$ cat src/rtl/tawas_pkg.sv
// rtl/tawas_pkg.sv - shared constants for the Tawas thread scheduler
//
// Purpose: default thread count, PC width, minimum issue gap, and the
//          encodings of the scheduling mode input.
// Ports:   none (package).

package tawas_pkg;

   localparam int TAWAS_THREADS_DEF = 4;
   localparam int TAWAS_PC_W        = 24;
   localparam int TAWAS_MIN_GAP_DEF = 4;

   localparam logic MODE_FIXED = 1'b0;
   localparam logic MODE_SKIP  = 1'b1;

endpackage

$ cat src/rtl/tawas_rr_pick.sv
// rtl/tawas_rr_pick.sv - combinational round-robin first-set finder
//
// Purpose: find the first set bit of i_ready, scanning upward from i_start
//          and wrapping from THREADS-1 back to 0. Works for any THREADS,
//          including non-powers of two.
// Ports:
//   i_ready  [THREADS]  candidate mask
//   i_start  [SEL_W]    first index to examine (must be < THREADS)
//   o_found  1          some bit of i_ready is set
//   o_idx    [SEL_W]    winning index (i_start when nothing is found)

module tawas_rr_pick #(
   parameter int THREADS = 4,
   parameter int SEL_W   = $clog2(THREADS)
) (
   input  logic [THREADS-1:0] i_ready,
   input  logic [SEL_W-1:0]   i_start,
   output logic               o_found,
   output logic [SEL_W-1:0]   o_idx
);

   // One extra bit so start+offset never overflows before the wrap.
   logic [SEL_W:0] w_sum;

   always_comb begin
      o_found = 1'b0;
      o_idx   = i_start;
      w_sum   = '0;
      // Scan from the farthest offset down so the nearest hit wins.
      for (int k = THREADS - 1; k >= 0; k--) begin
         w_sum = {1'b0, i_start} + (SEL_W + 1)'(k);
         if (w_sum >= (SEL_W + 1)'(THREADS)) begin
            w_sum = w_sum - (SEL_W + 1)'(THREADS);
         end
         if (i_ready[w_sum[SEL_W-1:0]]) begin
            o_found = 1'b1;
            o_idx   = w_sum[SEL_W-1:0];
         end
      end
   end

endmodule

$ cat src/rtl/tawas_thread_sched.sv
// rtl/tawas_thread_sched.sv - barrel thread scheduler with per-thread PCs
//
// Purpose: choose which hardware thread issues each cycle, in fixed barrel
//          rotation or skipping non-ready threads, while enforcing a minimum
//          gap between issues of the same thread. Holds one PC per thread.
// Ports:
//   i_clk, i_rst_n      clock, asynchronous active-low reset
//   i_mode_skip         0 = fixed rotation, 1 = skip non-ready threads
//   i_thread_en         per-thread run enable
//   i_thread_stall      per-thread stall
//   i_pc_upd_vld/sel    PC write strobe and target thread
//   i_pc_upd            new PC value
//   o_slice             thread presented this cycle
//   o_issue_vld         slot carries a real instruction
//   o_issue_pc          PC of the presented thread
//   o_idle              no thread enabled

module tawas_thread_sched
   import tawas_pkg::*;
#(
   parameter int              THREADS  = TAWAS_THREADS_DEF,
   parameter int              SEL_W    = $clog2(THREADS),
   parameter int              PC_W     = TAWAS_PC_W,
   parameter logic [PC_W-1:0] RESET_PC = '0,
   parameter int              MIN_GAP  = TAWAS_MIN_GAP_DEF
) (
   input  logic               i_clk,
   input  logic               i_rst_n,
   input  logic               i_mode_skip,
   input  logic [THREADS-1:0] i_thread_en,
   input  logic [THREADS-1:0] i_thread_stall,
   input  logic               i_pc_upd_vld,
   input  logic [SEL_W-1:0]   i_pc_upd_sel,
   input  logic [PC_W-1:0]    i_pc_upd,
   output logic [SEL_W-1:0]   o_slice,
   output logic               o_issue_vld,
   output logic [PC_W-1:0]    o_issue_pc,
   output logic               o_idle
);

   localparam int              CD_W    = (MIN_GAP > 1) ? $clog2(MIN_GAP) : 1;
   localparam logic [SEL_W-1:0] LAST   = SEL_W'(THREADS - 1);
   localparam logic [CD_W-1:0]  CD_LOAD = CD_W'(MIN_GAP - 1);

   logic [SEL_W-1:0]   r_slice;
   logic               r_issue_vld;
   logic [PC_W-1:0]    r_issue_pc;
   logic               r_idle;
   logic [PC_W-1:0]    r_pc [THREADS];
   logic [CD_W-1:0]    r_cd [THREADS];

   logic [THREADS-1:0] w_ready;
   logic [SEL_W-1:0]   w_start;
   logic               w_found;
   logic [SEL_W-1:0]   w_pick;
   logic [SEL_W-1:0]   w_cand;
   logic               w_issue;
   logic [PC_W-1:0]    w_next_pc;

   always_comb begin
      w_ready = '0;
      for (int i = 0; i < THREADS; i++) begin
         w_ready[i] = i_thread_en[i] & ~i_thread_stall[i] & (r_cd[i] == '0);
      end
   end

   assign w_start = (r_slice == LAST) ? '0 : r_slice + 1'b1;

   tawas_rr_pick #(
      .THREADS (THREADS),
      .SEL_W   (SEL_W)
   ) u_pick (
      .i_ready (w_ready),
      .i_start (w_start),
      .o_found (w_found),
      .o_idx   (w_pick)
   );

   always_comb begin
      w_cand  = w_start;
      w_issue = w_ready[w_start];
      if (i_mode_skip == MODE_SKIP) begin
         // Nothing ready: hold the pointer so the scan resumes from here.
         w_cand  = w_found ? w_pick : r_slice;
         w_issue = w_found;
      end
   end

   // PC mux with same-cycle bypass of an incoming write to the chosen thread.
   // An out-of-range update select never matches a candidate.
   always_comb begin
      w_next_pc = RESET_PC;
      for (int i = 0; i < THREADS; i++) begin
         if (w_cand == SEL_W'(i)) begin
            w_next_pc = r_pc[i];
         end
      end
      if (i_pc_upd_vld && (i_pc_upd_sel == w_cand)) begin
         w_next_pc = i_pc_upd;
      end
   end

   always_ff @(posedge i_clk or negedge i_rst_n) begin
      if (!i_rst_n) begin
         r_slice     <= LAST;
         r_issue_vld <= 1'b0;
         r_issue_pc  <= '0;
         r_idle      <= 1'b1;
         for (int i = 0; i < THREADS; i++) begin
            r_pc[i] <= RESET_PC;
            r_cd[i] <= '0;
         end
      end else begin
         r_slice     <= w_cand;
         r_issue_vld <= w_issue;
         r_issue_pc  <= w_next_pc;
         r_idle      <= (i_thread_en == '0);
         for (int i = 0; i < THREADS; i++) begin
            if (i_pc_upd_vld && (i_pc_upd_sel == SEL_W'(i))) begin
               r_pc[i] <= i_pc_upd;
            end
            // Counters run in both modes so switching modes keeps the gap.
            if (w_issue && (w_cand == SEL_W'(i))) begin
               r_cd[i] <= CD_LOAD;
            end else if (r_cd[i] != '0) begin
               r_cd[i] <= r_cd[i] - 1'b1;
            end
         end
      end
   end

   assign o_slice     = r_slice;
   assign o_issue_vld = r_issue_vld;
   assign o_issue_pc  = r_issue_pc;
   assign o_idle      = r_idle;

endmodule

$ cat config.mk
export PLATFORM = sky130hd
export DESIGN_NAME = tawas_thread_sched
export DESIGN_NICKNAME = d
export VERILOG_FILES = /design/src/rtl/tawas_pkg.sv /design/src/rtl/tawas_rr_pick.sv /design/src/rtl/tawas_thread_sched.sv
export SDC_FILE = /design/constraint.sdc
export NUM_CORES = 1
export LEC_CHECK = 0
export BUFFER_PORTS_ARGS = -buffer_cell sky130_fd_sc_hd__buf_2
export CAP_MARGIN = 30
export CORE_UTILIZATION = 25
export DETAILED_ROUTE_END_ITERATION = 10
export PLACE_DENSITY = 0.51
export SETUP_SLACK_MARGIN = 0.05
export SLEW_MARGIN = 20
export SYNTH_ARGS = -nofsm -noshare
export SYNTH_HDL_FRONTEND = slang
export SYNTH_HIERARCHICAL = 1
export SYNTH_SLANG_ARGS = --single-unit
$ cat constraint.sdc
create_clock -name i_clk -period 6.15 [get_ports i_clk]
set_clock_uncertainty 0.05 [all_clocks]
set_input_delay 0.3075 -clock i_clk [delete_from_list [all_inputs] [get_ports i_clk]]
set_output_delay 0.3075 -clock i_clk [all_outputs]
set_load 0.02 [all_outputs]
# After elaboration in Yosys (flattened, before gate mapping)

Index checks and enable logic that the tools add are counted.

Mux-type cells: 39
Reduce and logical (&&, ||, !) cells: 24
Equality and inequality tests: 8
Order comparisons: 9
Bitwise gates (word level): 12
Add/subtract/negate cells: 12

Operators with widths:

| cell                                                 | count |
|---|---|
| 2-to-1 mux 24 bit                                    | 5 |
| 2-to-1 mux 2 bit                                     | 19 |
| nonzero test 2 bit                                   | 8 |
| subtractor 2 x 1 -> 2 bit (second input constant)    | 8 |
| < comparator 2 x 3 -> 1 bit (second input constant)  | 5 |
| logical NOT 2 bit                                    | 6 |
| binary-select mux 1 bit (select 2 bit)               | 5 |
| == test 2 bit (second input constant)                | 5 |
| 2-to-1 mux 1 bit                                     | 10 |
| >= comparator 3 bit (second input constant)          | 3 |
| logical AND 1 bit                                    | 9 |
| bitwise AND 1 bit                                    | 8 |
| adder 2 x 2 -> 3 bit (second input constant)         | 2 |
| == test 2 x 1 -> 1 bit (second input constant)       | 2 |
| logical NOT 4 bit                                    | 1 |
| inverter 1 bit                                       | 4 |
| adder 2 x 1 -> 3 bit (second input constant)         | 1 |
| >= comparator 2 x 3 -> 1 bit (second input constant) | 1 |
| adder 2 x 1 -> 2 bit (second input constant)         | 1 |
| == test 2 bit                                        | 1 |

Output and inout port bits: 28
Register bits: 132
Logic and storage cells: 116
Bits of input ports: 38

# Depth between registers and ports, before layout

Depth in word-level cells: 19
Depth in mapped cells: 15
Mapped depth without buffers: 13

# Cells and area by module

The synthesis kept the hierarchy.

Modules (own cells, without submodules):

| module             | instances | area each (µm²) | cells an instance | seq. area each (µm²) |
|---|---|---|---|---|
| tawas_thread_sched | 1         | 5,909.4         | 465               | 3,306.9 |
| tawas_rr_pick      | 1         | 100.1           | 16                | 0.0 |

# Worst setup path before layout

OpenSTA, ideal clock, no wires.

Path type: reg-to-reg
From: register r_slice[0] (netlist: o_slice[0])
To: register r_issue_pc[10] (netlist: o_issue_pc[10])
Library setup time: 0.125 ns
Buffers on the path: 1
Setup slack: 3.265 ns
Stages on the path, launching flop included: 13
Period minus slack after synthesis: 2.885 ns
Arrival time: 2.710 ns
Cell sequence: dfstp_2 > ha_1 > nor2_1 > and2b_2 > or4_1 > nand2_1 > mux2_4 > o21ai_2 > inv_2 > xnor2_2 > nand3_2 > buf_6 > mux2_4

Cells in the longest elaborated chain, start to end: 19
Elaborated cells between the ends (all ways): 47
Those cells by class: 8 x add/sub; 4 x order compare; 5 x eq/ne; 28 x mux; 2 x reduce/logical

RTL lines:

| element                                                                 | RTL line                                 | source |
|---|---|---|
| start: declaration                                                      | tawas_thread_sched.sv:45                 | `logic [SEL_W-1:0] r_slice;` |
| start signal: assignment                                                | tawas_thread_sched.sv:114                | `r_slice <= w_cand;` |
| adder 2 x 1 -> 2 bit / == test 2 bit (equally long branches)            | tawas_thread_sched.sv:67                 | `assign w_start = (r_slice == LAST) ? '0 : r_slice + 1'b1;` |
| 2-to-1 mux 2 bit *                                                      | tawas_thread_sched.sv:67                 |  |
| net w_start[0]                                                          | tawas_thread_sched.sv:53                 | `logic [SEL_W-1:0] w_start;` |
| adder 2 x 2 -> 3 bit                                                    | tawas_rr_pick.sv:31                      | `w_sum = {1'b0, i_start} + (SEL_W + 1)'(k);` |
| >= comparator 3 bit / subtractor 2 x 1 -> 2 bit (equally long branches) | tawas_rr_pick.sv:32, tawas_rr_pick.sv:33 |  |
| 2-to-1 mux 2 bit                                                        | tawas_rr_pick.sv:32                      | `if (w_sum >= (SEL_W + 1)'(THREADS)) begin` |
| binary-select mux 1 bit (select 2 bit)                                  | tawas_rr_pick.sv:35                      | `if (i_ready[w_sum[SEL_W-1:0]]) begin` |
| 2-to-1 mux 1 bit (not written as such)                                  | tawas_rr_pick.sv:35                      |  |
| 2-to-1 mux 2 bit (3 in series)                                          | tawas_rr_pick.sv:35                      |  |
| 2-to-1 mux 2 bit *                                                      | tawas_rr_pick.sv:35                      |  |
| net w_pick[1]                                                           | tawas_thread_sched.sv:55                 | `logic [SEL_W-1:0] w_pick;` |
| 2-to-1 mux 2 bit *                                                      | tawas_thread_sched.sv:84                 | `w_cand = w_found ? w_pick : r_slice;` |
| 2-to-1 mux 2 bit *                                                      | tawas_thread_sched.sv:82                 | `if (i_mode_skip == MODE_SKIP) begin` |
| logical NOT 2 bit                                                       | tawas_thread_sched.sv:94                 | `if (w_cand == SEL_W'(i)) begin` |
| 2-to-1 mux 24 bit (4 in series)                                         | tawas_thread_sched.sv:94                 |  |
| 2-to-1 mux 24 bit *                                                     | tawas_thread_sched.sv:98                 | `if (i_pc_upd_vld && (i_pc_upd_sel == w_cand)) begin` |
| net w_next_pc[10]                                                       | tawas_thread_sched.sv:58                 | `logic [PC_W-1:0] w_next_pc;` |
| end signal: assignment                                                  | tawas_thread_sched.sv:116                | `r_issue_pc <= w_next_pc;` |
| end: declaration                                                        | tawas_thread_sched.sv:47                 | `logic [PC_W-1:0] r_issue_pc;` |

The timed path passes the listed nets; every way through them passes the cells marked *. The select of a mux whose other input is x is not followed.
A chain may end at the register's enable or synchronous reset.

# Final worst setup path

From: register r_slice[0] (netlist: o_slice[0])
To: register r_issue_pc[19] (netlist: o_issue_pc[19])

Same word-level chain as after synthesis.

==> run_results.csv <==
group,metric,value,unit
floorplan,core-area,23500,sq um
cts,post_cts_hold_buffers,3,
cts,cts.reportedPaths.clkPinSlew,50,ps
floorplan,floorplan.die.width,157,um
sta,fin_ws,1900,ps
logic_synthesis,yosysTopAreaCell,"dfrtp_1",
logic_synthesis,postSynthAreaPerCell,12.5,sq um
critical_path,max_incr_delay_on_cp,490,ps
sta,slew_violations,0,
cells_and_area,multi_input_area,2550,sq um
pwr,switching_share,34.6,%
logic_synthesis,fraction_of_the_yosys_area_taken_by_sequential_cells,55.0,%
floorplan,initial_standard_cell_utilization_of_the_core,25.5,%
critical_path,crit_slowest_cell,"or4_1",
logic_synthesis,postSynthNetCount,524,
sta,finalCritPeriodShare,69.1,%
sta,worst_slew_pin_slew,806,ps
cells_and_area,drive_gt1_share,42.7,%
logic_synthesis,ys_seq_elements,132,
logic_synthesis,post_synthesis_instance_area,6010,sq um
cts,cts_tree,"yes",
route,routed_via_density,4.45,
cts,cts_sinks,132,
critical_path,cp_num_buf_inv,4,
pwr,seq_power_share,33.6,%
grt,grt_pass1_vias,4102,
route,firstDrtPassIters,5,
cells_and_area,final_nets,592,
critical_path,cp_data_required_time,6390,ps
grt,global_route.overflow_total,0,
cells_and_area,final_common_cell,"dfrtp_1",
sta,rsz0062_at_grt,"no",
pwr,power.share.combinational,40.7,%
sta,fin_setup_tns,0,ps
grt,grt_antenna_before_repair,1,
critical_path,setup.worst_path.end_class,"flip-flop",
sta,fmax,0.235,GHz
pwr,p_clk_share,25.7,%
logic_synthesis,ffs_w_async_s_r_synth,100,%
cts,numCtsBuffers,17,
cts,post-cts-setup-buffers,0,
cts,clockBufferDepth,2,
pwr,peakVddDrop,0.234,mV
run,max_cap_viol_count,0,
cts,clock_latency,410,ps
cts,deepest_level_of_the_cts_h_tree,4,
logic_synthesis,synth-edff-count,0,
floorplan,die_height,157,um
cells_and_area,num-fill-cells,2406,
route,detail-route-antenna-nets,0,
logic_synthesis,synthCells,481,
cts,cts_root_buffer,"clkbuf_16",
route,vias,3910,
route,drc,0,
sta,finalSetupViolCount,0,
placement,routability_congestion,0.710,
critical_path,cp_cell_sequence,"ha_1 > nor2_1 > and2b_2 > or4_1 > nand2_1 > mux2_4 > o21ai_4 > buf_4 > inv_2 > buf_12 > xnor2_2 > nand3_2 > buf_12 > mux2_4",
logic_synthesis,post_synth_main_area_contributors,"dfrtp_1, mux2_2, nand2_1, mux2_4, a32oi_1",
critical_path,critical_path_class,"flip-flop to flip-flop",
logic_synthesis,synth_cell_types,40,
pwr,power.leakage,3.30,nW
pwr,cell_internal_pwr,0.00242,W
sta,hold_viol,0,
logic_synthesis,ys_dominant_reg_cell,"dfrtp_1",
logic_synthesis,yosys_warnings,6,
logic_synthesis,synthDominantCellAreaShare,53.7,%
placement,port_buffers,65,
route,wl_per_cell,15.9,um
critical_path,worst-endpoint-arrival,4490,ps
grt,maximum_number_of_pins_on_one_net_before_global_route_repair,72,
route,drt-initial-drc-count,220,
min_path,timing.hold.worst.class,"primary input to flip-flop",
cells_and_area,regArea,3310,sq um
critical_path,cpLargestDelayFamily,"simple AND/OR/NAND/NOR gates",
route,route.final.wire_length,14000,um
cells_and_area,top_library_cells_by_usage_in_the_layout_fill_and_taps_aside,"dfrtp_1, mux2_2, nand2_1, buf_2, a21oi_1",
grt,grt_use_total,12.2,%
cts,ctsResizeCount,0,
critical_path,critPathMaxFanout,49,
floorplan,design.die.area,24700,sq um
pwr,power.net_switching,0.00128,W
placement,post-place-ws,1630,ps
sta,slew-limit-headroom,46.2,%
critical_path,critical_path.startpoint_type,"flip-flop",
placement,dp_hpwl,8650,um
pwr,power.density,505,nW/um^2
floorplan,io-pin-count,66,
grt,grt_first_pass_wirelength,22400,um
sta,finalWorstPathRequiredPeriod,4250,ps
status,run_status,"finished clean",
cells_and_area,area_growth,22.2,%
floorplan,core.rowCount,56,
[power groups by stage]
stage / combinational, W / sequential, W / clock [W]
floorplan: 0.00102 / 0.00134 / 0
global placement: 0.00144 / 0.00125 / 0
detailed placement: 0.00149 / 0.00126 / 0
CTS: 0.00150 / 0.00125 / 0.000979
finish: 0.00151 / 0.00124 / 0.000951
global route: 0.00166 / 0.00128 / 0.00102
[cells in the mapped netlist, types with 2 or more instances]
cell type and count:
dfrtp_1 129, mux2_2 100, nand2_1 85, a21oi_1 26, a32oi_1 24, mux2_4 21
clkbuf_1 17, inv_1 12, buf_2 7, ha_1 5, nand3b_1 4, nor2_1 4
o211ai_1 4, xor2_1 4, and3b_1 3, dfstp_2 3, mux2i_1 3, o21ai_0 3
and2b_2 2, buf_1 2, buf_6 2, nand2b_1 2, o21ai_2 2
[through the flow]
| step | util (%) | instance area [sq um] | std cells | hold slack [ps] | power [W] |
|---|---|---|---|---|---|
| CTS | 31.0 | 7290 | 875 | 96.6 | 0.00373 |
| floorplan | - | 6010 | 481 | -38.1 | 0.00236 |
| global placement | 28.4 | 6680 | 843 | 266 | 0.00269 |
| global route | 31.2 | 7340 | 877 | 123 | 0.00396 |
| detailed placement | 28.5 | 6700 | 844 | 275 | 0.00276 |
| finish | 31.2 | 7340 | 878 | 115 | 0.00370 |
[layout make-up]
cell class,instances,share of cell area [%]
timing repair buffer,77,6.46
inverter,13,0.665
clock inverter,5,0.682
multi-input combinational,308,34.8
tap,319,5.44
antenna,1,0.0341
clock buffer,23,6.92
sequential,132,45.0
[registers in the layout (all words and copies together), names as in the netlist]
register,count
o_issue_vld,1
r_cd,8
r_pc,96
o_idle,1
o_issue_pc,24
o_slice,2
[cells by family (layout without fill, tap and decap cells)]
family                   count (synthesis)  after routing  synth area share, %
flip-flops                             132            132                 55.0
other                                    0              1                    0
AO/OA/AOI/OAI                           63             63                 7.29
AND/OR/NAND/NOR                        110            110                 8.20
multiplexers                           124            124                 24.5
XOR/XNOR                                 6              6                0.999
adder cells (fa/ha/maj)                  5              5                 1.04
buffers and inverters                   41            118                 2.96
[path summary, 6_finish.rpt]
| check | from | endpoint | slack [ps] | cells after the start |
|---|---|---|---|---|
| worst max-delay path | o_slice[0] | o_issue_pc[19] | 1900 | 14 |
| worst min-delay path | i_mode_skip | o_issue_vld | 120 | 2 |
| worst max register to register | o_slice[0] | o_issue_pc[19] | 1900 | 14 |
| worst min register to register | r_pc[31] | r_pc[31] | 450 | 1 |
| max in group asynchronous | i_rst_n | r_pc[81] | 4600 | 4 |
| min in group asynchronous | i_rst_n | r_cd[7] | 400 | 2 |
[per-layer routing]
metal  GRT usage, %  vias up  wire (um)
li1               -     1833          -
met4           3.65        0        121
met1           15.1     1981       6420
met3           3.94       11        631
met2           20.1       85       6790
met5              0        -          0
No activity file was read; power rests on OpenSTA's default activity.
